File: src/rtl/if_stage.sv
// ============================================================================
// if_stage : instruction-fetch front end (PC, ROM request, skid, IF/ID register)
// Rev 1.0
// ============================================================================
`default_nettype none

module if_stage #(
    parameter int                ADDR_W   = 32,
    parameter logic [ADDR_W-1:0] RESET_PC = '0,
    parameter logic [31:0]       NOP_INST = 32'h0000_0013
) (
    input  logic              clk_100MHz,
    input  logic              arst_n,
    input  logic              hold_ena_i,
    input  logic              pc_hold_i,
    input  logic              jump_ena_i,
    input  logic [ADDR_W-1:0] jump_addr_i,
    input  logic              pc_id_clr_i,
    output logic              rom_ce_o,
    output logic [ADDR_W-1:0] rom_addr_o,
    input  logic [31:0]       rom_data_i,
    output logic [ADDR_W-1:0] id_pc_o,
    output logic [31:0]       id_inst_o,
    output logic              id_valid_o
);

    logic [ADDR_W-1:0] fetch_pc;
    logic              issued_v;
    logic [ADDR_W-1:0] issued_pc;
    logic              sk_v;
    logic [ADDR_W-1:0] sk_pc;
    logic [31:0]       sk_inst;

    logic redirect;
    logic freeze;

    assign redirect = jump_ena_i | pc_id_clr_i;
    // Global hold outranks redirects; the data-hazard hold does not.
    assign freeze   = hold_ena_i | (pc_hold_i & ~redirect);

    always_comb begin
        rom_ce_o   = 1'b0;
        rom_addr_o = fetch_pc;
        if (!arst_n) begin
            rom_ce_o   = 1'b0;
            rom_addr_o = RESET_PC;
        end else if (!freeze) begin
            rom_ce_o = 1'b1;
            if (jump_ena_i) begin
                rom_addr_o = jump_addr_i;
            end
        end
    end

    always_ff @(posedge clk_100MHz or negedge arst_n) begin
        if (!arst_n) begin
            fetch_pc   <= RESET_PC;
            issued_v   <= 1'b0;
            issued_pc  <= '0;
            sk_v       <= 1'b0;
            sk_pc      <= '0;
            sk_inst    <= NOP_INST;
            id_pc_o    <= '0;
            id_inst_o  <= NOP_INST;
            id_valid_o <= 1'b0;
        end else if (freeze) begin
            // Park the returning read so it is not lost while nothing moves.
            if (issued_v) begin
                sk_v     <= 1'b1;
                sk_pc    <= issued_pc;
                sk_inst  <= rom_data_i;
                issued_v <= 1'b0;
            end
        end else begin
            issued_v <= 1'b1;
            sk_v     <= 1'b0;
            if (jump_ena_i) begin
                issued_pc <= jump_addr_i;
                fetch_pc  <= jump_addr_i + ADDR_W'(4);
            end else begin
                issued_pc <= fetch_pc;
                fetch_pc  <= fetch_pc + ADDR_W'(4);
            end

            if (redirect) begin
                id_pc_o    <= '0;
                id_inst_o  <= NOP_INST;
                id_valid_o <= 1'b0;
            end else if (sk_v) begin
                id_pc_o    <= sk_pc;
                id_inst_o  <= sk_inst;
                id_valid_o <= 1'b1;
            end else if (issued_v) begin
                id_pc_o    <= issued_pc;
                id_inst_o  <= rom_data_i;
                id_valid_o <= 1'b1;
            end else begin
                id_pc_o    <= '0;
                id_inst_o  <= NOP_INST;
                id_valid_o <= 1'b0;
            end
        end
    end

endmodule

`default_nettype wire

File: config.mk
export PLATFORM = sky130hd
export DESIGN_NAME = if_stage
export DESIGN_NICKNAME = d
export VERILOG_FILES = /design/src/rtl/if_stage.sv
export SDC_FILE = /design/constraint.sdc
export NUM_CORES = 1
export LEC_CHECK = 0
export BUFFER_PORTS_ARGS = -buffer_cell sky130_fd_sc_hd__buf_2
export CAP_MARGIN = 20
export CORE_ASPECT_RATIO = 1.5
export CORE_MARGIN = 10
export CORE_UTILIZATION = 61
export CTS_CLUSTER_SIZE = 40
export DETAILED_ROUTE_END_ITERATION = 8
export PLACE_DENSITY_LB_ADDON = 0.15
export SKIP_LAST_GASP = 1
export SLEW_MARGIN = 20
export SYNTH_ARGS = -nofsm -noshare
export SYNTH_HDL_FRONTEND = slang
export SYNTH_SLANG_ARGS = --single-unit
File: constraint.sdc
create_clock -name clk_100MHz -period 4.3 [get_ports clk_100MHz]
set_input_delay 0.86 -clock clk_100MHz [delete_from_list [all_inputs] [get_ports clk_100MHz]]
set_output_delay 0.86 -clock clk_100MHz [all_outputs]
set_load 0.1 [all_outputs]
---- After elaboration in Yosys (flattened, before gate mapping) ----
Index checks and enable logic that the tools add are counted.
storage, ports and cells
  register bits ........................... 195
  bits of input ports ..................... 70
  logic and storage cells ................. 34
operators by class
  add/sub/neg operators ................... 2
  eq/ne operators ......................... 1
  multiplexer cells ....................... 17
  bitwise logic cells ..................... 4
  reductions and logical operators ........ 1
operator list
  operator                                                          count
  32-bit two-way mux                                                10
  32-bit by 3-bit adder with 32-bit output (second input constant)  2
  1-bit two-way mux                                                 7
  2-bit != test (second input constant)                             1
  1-bit OR                                                          2
  2-bit AND reduction                                               1
  1-bit bitwise AND                                                 1
  1-bit NOT                                                         1

---- Longest topological paths before layout ----
  depth after elaboration ................. 6
  mapped depth ............................ 13
  mapped depth without buffers ............ 8

---- Least setup slack after synthesis ----
Ideal clock, no wire load.
  kind .................................... input-to-output
  start ................................... input port jump_ena_i
  end ..................................... output port rom_addr_o[3]
  arrival ................................. 4.045 ns
  required time ........................... 3.440 ns
  setup slack ............................. -0.605 ns
  stages on the path ...................... 9
  path through ............................ buf_6 buf_4 nor2_1 nand2_1 nand2_1 clkbuf_1 clkbuf_1 nor2_1 nor3_1
between the ends
  word-level cells in the longest chain between the ends .. 6
RTL lines
  what                  line  RTL
  start, declared       16    input logic jump_ena_i,
  1-bit OR              37    assign redirect = jump_ena_i | pc_id_clr_i;
  1-bit NOT             39    assign freeze = hold_ena_i | (pc_hold_i & ~redirect);
  1-bit bitwise AND     39
  1-bit OR              39
  32-bit two-way mux *  47    end else if (!freeze) begin
  32-bit two-way mux *  44    if (!arst_n) begin
  end, declared         20    output logic [ADDR_W-1:0] rom_addr_o,
Every way passes the cells marked *; elsewhere a longest branch is shown, timed or not.

---- Worst setup path after layout ----
  start ................................... input port jump_ena_i
  end ..................................... output port rom_addr_o[31]
The elaborated chain is that of the path after synthesis.

==> impl_metrics.toml <==
[run_status]
run_status = "complete, no violations"

[setup_path]
worst-r2r-setup-slack_ps = 1630
worstPathMaxFanout = 50
crit_family = "buffers and inverters"
reg2regPathDepth = 7
path_cells = "buf_4 > buf_12 > nor2b_2 > buf_4 > nand2_1 > a21oi_1 > buf_12"
worst_path_arrival_ps = 2500
worstPathBufferInverterCount = 4
worst_r2r_endpoint = "fetch_pc[30]$_DFFE_PN0P_"
max_incr_delay_on_cp_ps = 310
critical_path.slowest_cell = "sky130_fd_sc_hd__buf_4"
end_kind = "primary output"
worstSetupPathType = "in -> out"
timing.rr.start = "fetch_pc[3]$_DFFE_PN0P_"
worst-endpoint-required_ps = 3440
worstSetupStartpointType = "primary input"
path_depth = 7

[sta]
period_needed_ps = 3363
achievable_freq_mhz = 297.4
finalSetupViolCount = 0
min_period_over_period_pct = 78.20
timing_max_transition_violations_final = 0
rsz0062_at_grt = "no"
relSlewSlack_pct = 28.63
finalHoldViolCount = 0
fin_setup_tns_ps = 0
finalClockSkew_ps = 12.94
tightestPinTransition_ps = 1071

[placement]
dp_cells = 1332
globalplace.congestion = 0.9161
dp.final_hpwl_um = 18590
cell_area_after_placement_um2 = 11500
buffer_ports.inserted = 167

[floorplanning]
die_x_um = 124.2
die-area_um2 = 21910
num_rows = 57
num_io_pins = 168
floorplan.initialDensity_pct = 61.68
die_height_um = 176.3
core_area_um2 = 16120

[global_routing]
grtUsageTotal_pct = 24.06
maximum_number_of_pins_on_one_net_before_global_route_repair = 196
antenna_found_initial = 0
global_route_wire_length_before_repair_um = 43980
grt_remaining_overflow = 0
first_global_vias = 8382

[cells_and_area]
fraction_of_layout_cells_with_a_size_suffix_above_1_pct = 30.31
finalInstanceArea_um2 = 12120
post_layout_nonfiller_instances = 1364
design.final.nets = 1216
syn2layout_area_growth_pct = 21.96
antennaDiodeCount = 0

[logic_synthesis]
synth.net_count = 1087
postSynth.topFlopCell = "sky130_fd_sc_hd__dfrtp_1"
synth_cell_types = 65
asyncSetResetFlopFracSynth_pct = 100.0
synth.cell_area_um2 = 9941
synth-edff-count = 0
synth_seq_area_share_pct = 49.16
cells_after_synthesis = 1016
yosysWarningCount = 0
number_of_flip_flops_and_latches_in_the_synthesized_netlist = 195
mapped_avg_cell_area_um2 = 9.784

[worst_hold_path]
hold_depth = 2
min_to = "id_inst_o[19]$_DFFE_PN0P_"
hold_class = "reg -> reg"
worstHoldStart = "id_inst_o[19]$_DFFE_PN0P_"

[detailed_routing]
wl_um = 26530
detail-route-antenna-nets = 0
route.vias.total = 8292
via_per_inst = 6.079
drt-initial-drc-count = 639
route.detailed.drc = 0
wire_per_inst_um = 19.45
dr.pass1.iters = 5

[clock_tree]
path_clk_slew_ps = 80
post_cts_hold_buffer_count = 0
clock-sinks = 195
inserted_clock_buffers = 17
clockRootBuffer = "sky130_fd_sc_hd__clkbuf_16"
ctsResizeCount = 0
clock_path_buffers = 2
cts_tree = "built"
worst_skew_late_latency_ps = 430
htreeDepth = 4
cts_post_setup_buffers_inserted = 0

[power]
power_density_nw_per_um2 = 452.0
ir_worst_vdd_uv = 254.0
totalPowerFinal_w = 0.005480
power.leakage_nw = 5.483

[run]
max-cap-violations = 0
[layout by cell type (no fill, tap or decap), types with 5 or more instances in the layout]
cell                        netlist  layout
sky130_fd_sc_hd__nand2_1        208     205
sky130_fd_sc_hd__dfrtp_1        189     188
sky130_fd_sc_hd__buf_2           11     133
sky130_fd_sc_hd__o21ai_0        103     103
sky130_fd_sc_hd__mux2_2          79      79
sky130_fd_sc_hd__a22oi_1         68      68
sky130_fd_sc_hd__mux2i_1         43      43
sky130_fd_sc_hd__nor2_1          34      34
sky130_fd_sc_hd__buf_12           0      34
sky130_fd_sc_hd__a21oi_1         50      26
sky130_fd_sc_hd__a21oi_2          0      24
sky130_fd_sc_hd__buf_4            2      19
sky130_fd_sc_hd__nand4_1         18      18
sky130_fd_sc_hd__clkbuf_16        0      17
sky130_fd_sc_hd__nand3_1         14      14
sky130_fd_sc_hd__nand2b_1         9       9
sky130_fd_sc_hd__a221o_1          9       9
sky130_fd_sc_hd__xor2_1           9       9
sky130_fd_sc_hd__inv_1            7       7
sky130_fd_sc_hd__nor2b_1          9       7
sky130_fd_sc_hd__xnor2_1          7       7
sky130_fd_sc_hd__nand4b_1         6       6
sky130_fd_sc_hd__nand3b_1         6       6
sky130_fd_sc_hd__clkinv_8         0       6
sky130_fd_sc_hd__dfstp_2          6       6
sky130_fd_sc_hd__inv_6            0       5
[through the flow]
stage | utilization, % | setup slack [ps] | hold WS, ps
floorplan | - | 11.13 | 460.8
global placement | 71.36 | 865.9 | 455.9
detailed placement | 71.36 | 791.8 | 465.0
CTS | 75.22 | 943.0 | 482.1
global route | 75.22 | 790.2 | 501.0
finish | 75.22 | 937.3 | 476.9
[cell usage after synthesis, drive strengths merged, types with 3 or more instances]
master	instances	area [um^2]
nand2	208	780.8
o21ai	105	529.3
a221o	9	90.09
o211ai	3	22.52
clkbuf	52	195.2
a22oi	69	523.0
nor3	5	30.03
nand2b	9	56.30
dfstp	6	157.7
mux2	80	900.9
nand4b	7	76.32
nor4	3	25.02
nand3b	7	65.06
o22ai	4	25.02
nor2	34	127.6
o22a	3	26.28
xnor2	7	61.31
nand4	21	158.9
a22o	3	26.28
nand3	14	70.07
a31oi	3	18.77
mux2i	43	430.4
buf	25	122.6
nor2b	9	56.30
dfrtp	189	4730
inv	8	30.03
a21oi	50	250.2
xor2	9	78.83
[worst reg2reg max path: cells and delay by family, from the launching register on]
kind	cells	cell delay, ps
adders and majority gates	1	260
DFF	1	410
AOI/OAI and AO/OA	1	260
and+or+nand+nor	3	1080
muxes	2	560
[registers in the layout, summed over array words and instances, names as in the netlist]
signal,flops
fetch_pc,32
id_inst_o,32
id_pc_o,32
issued_pc,32
sk_inst,32
sk_pc,32
id_valid_o,1
issued_v,1
sk_v,1
[logic make-up (layout without fill, tap and decap cells)]
kind of cell	Yosys count	count (layout)	share of synthesized area, %
xor+xnor	16	16	1.410
mux	123	123	13.39
compound gates	269	269	17.02
buf+inv	86	228	3.537
flops	195	195	49.16
fa+ha+maj	1	1	0.1258
simple gates	326	326	15.36
[report_power, final]
part | switching, W | leakage [nW] | internal [W]
Combinational | 0.00104 | 2.77 | 0.000508
Clock | 0.000796 | 0.299 | 0.000812
Sequential | 0.000216 | 2.42 | 0.00211
Total | 0.00205 | 5.48 | 0.00343
[layer usage]
layer / track usage, % / vias up / wire, um
met5: 0 / - / 0
met1: 29.97 / 4058 / 10960
met3: 4.922 / 55 / 1452
met4: 8.277 / 0 / 662
li1: - / 3899 / -
met2: 40.81 / 280 / 13460
[worst max path at each step]
stage	start	to
after floorplan	jump_ena_i	rom_addr_o[31]
after global placement	jump_ena_i	fetch_pc[30]$_DFFE_PN0P_
after detailed placement	jump_ena_i	fetch_pc[30]$_DFFE_PN0P_
after CTS	jump_ena_i	rom_addr_o[31]
after global routing	jump_ena_i	rom_addr_o[31]
final	jump_ena_i	rom_addr_o[31]
[area by class of cell]
type                    instances  area [um^2]
flip-flops and latches        195         4888
multi-input cells             735         4820
fillers                      1206         3994
repair buffers                187         1503
clock buffers                  18        439.2
well taps                     206        257.7
clock inverters                14        182.7
inverters                       9        33.78
(Power assumes the default switching activity.)
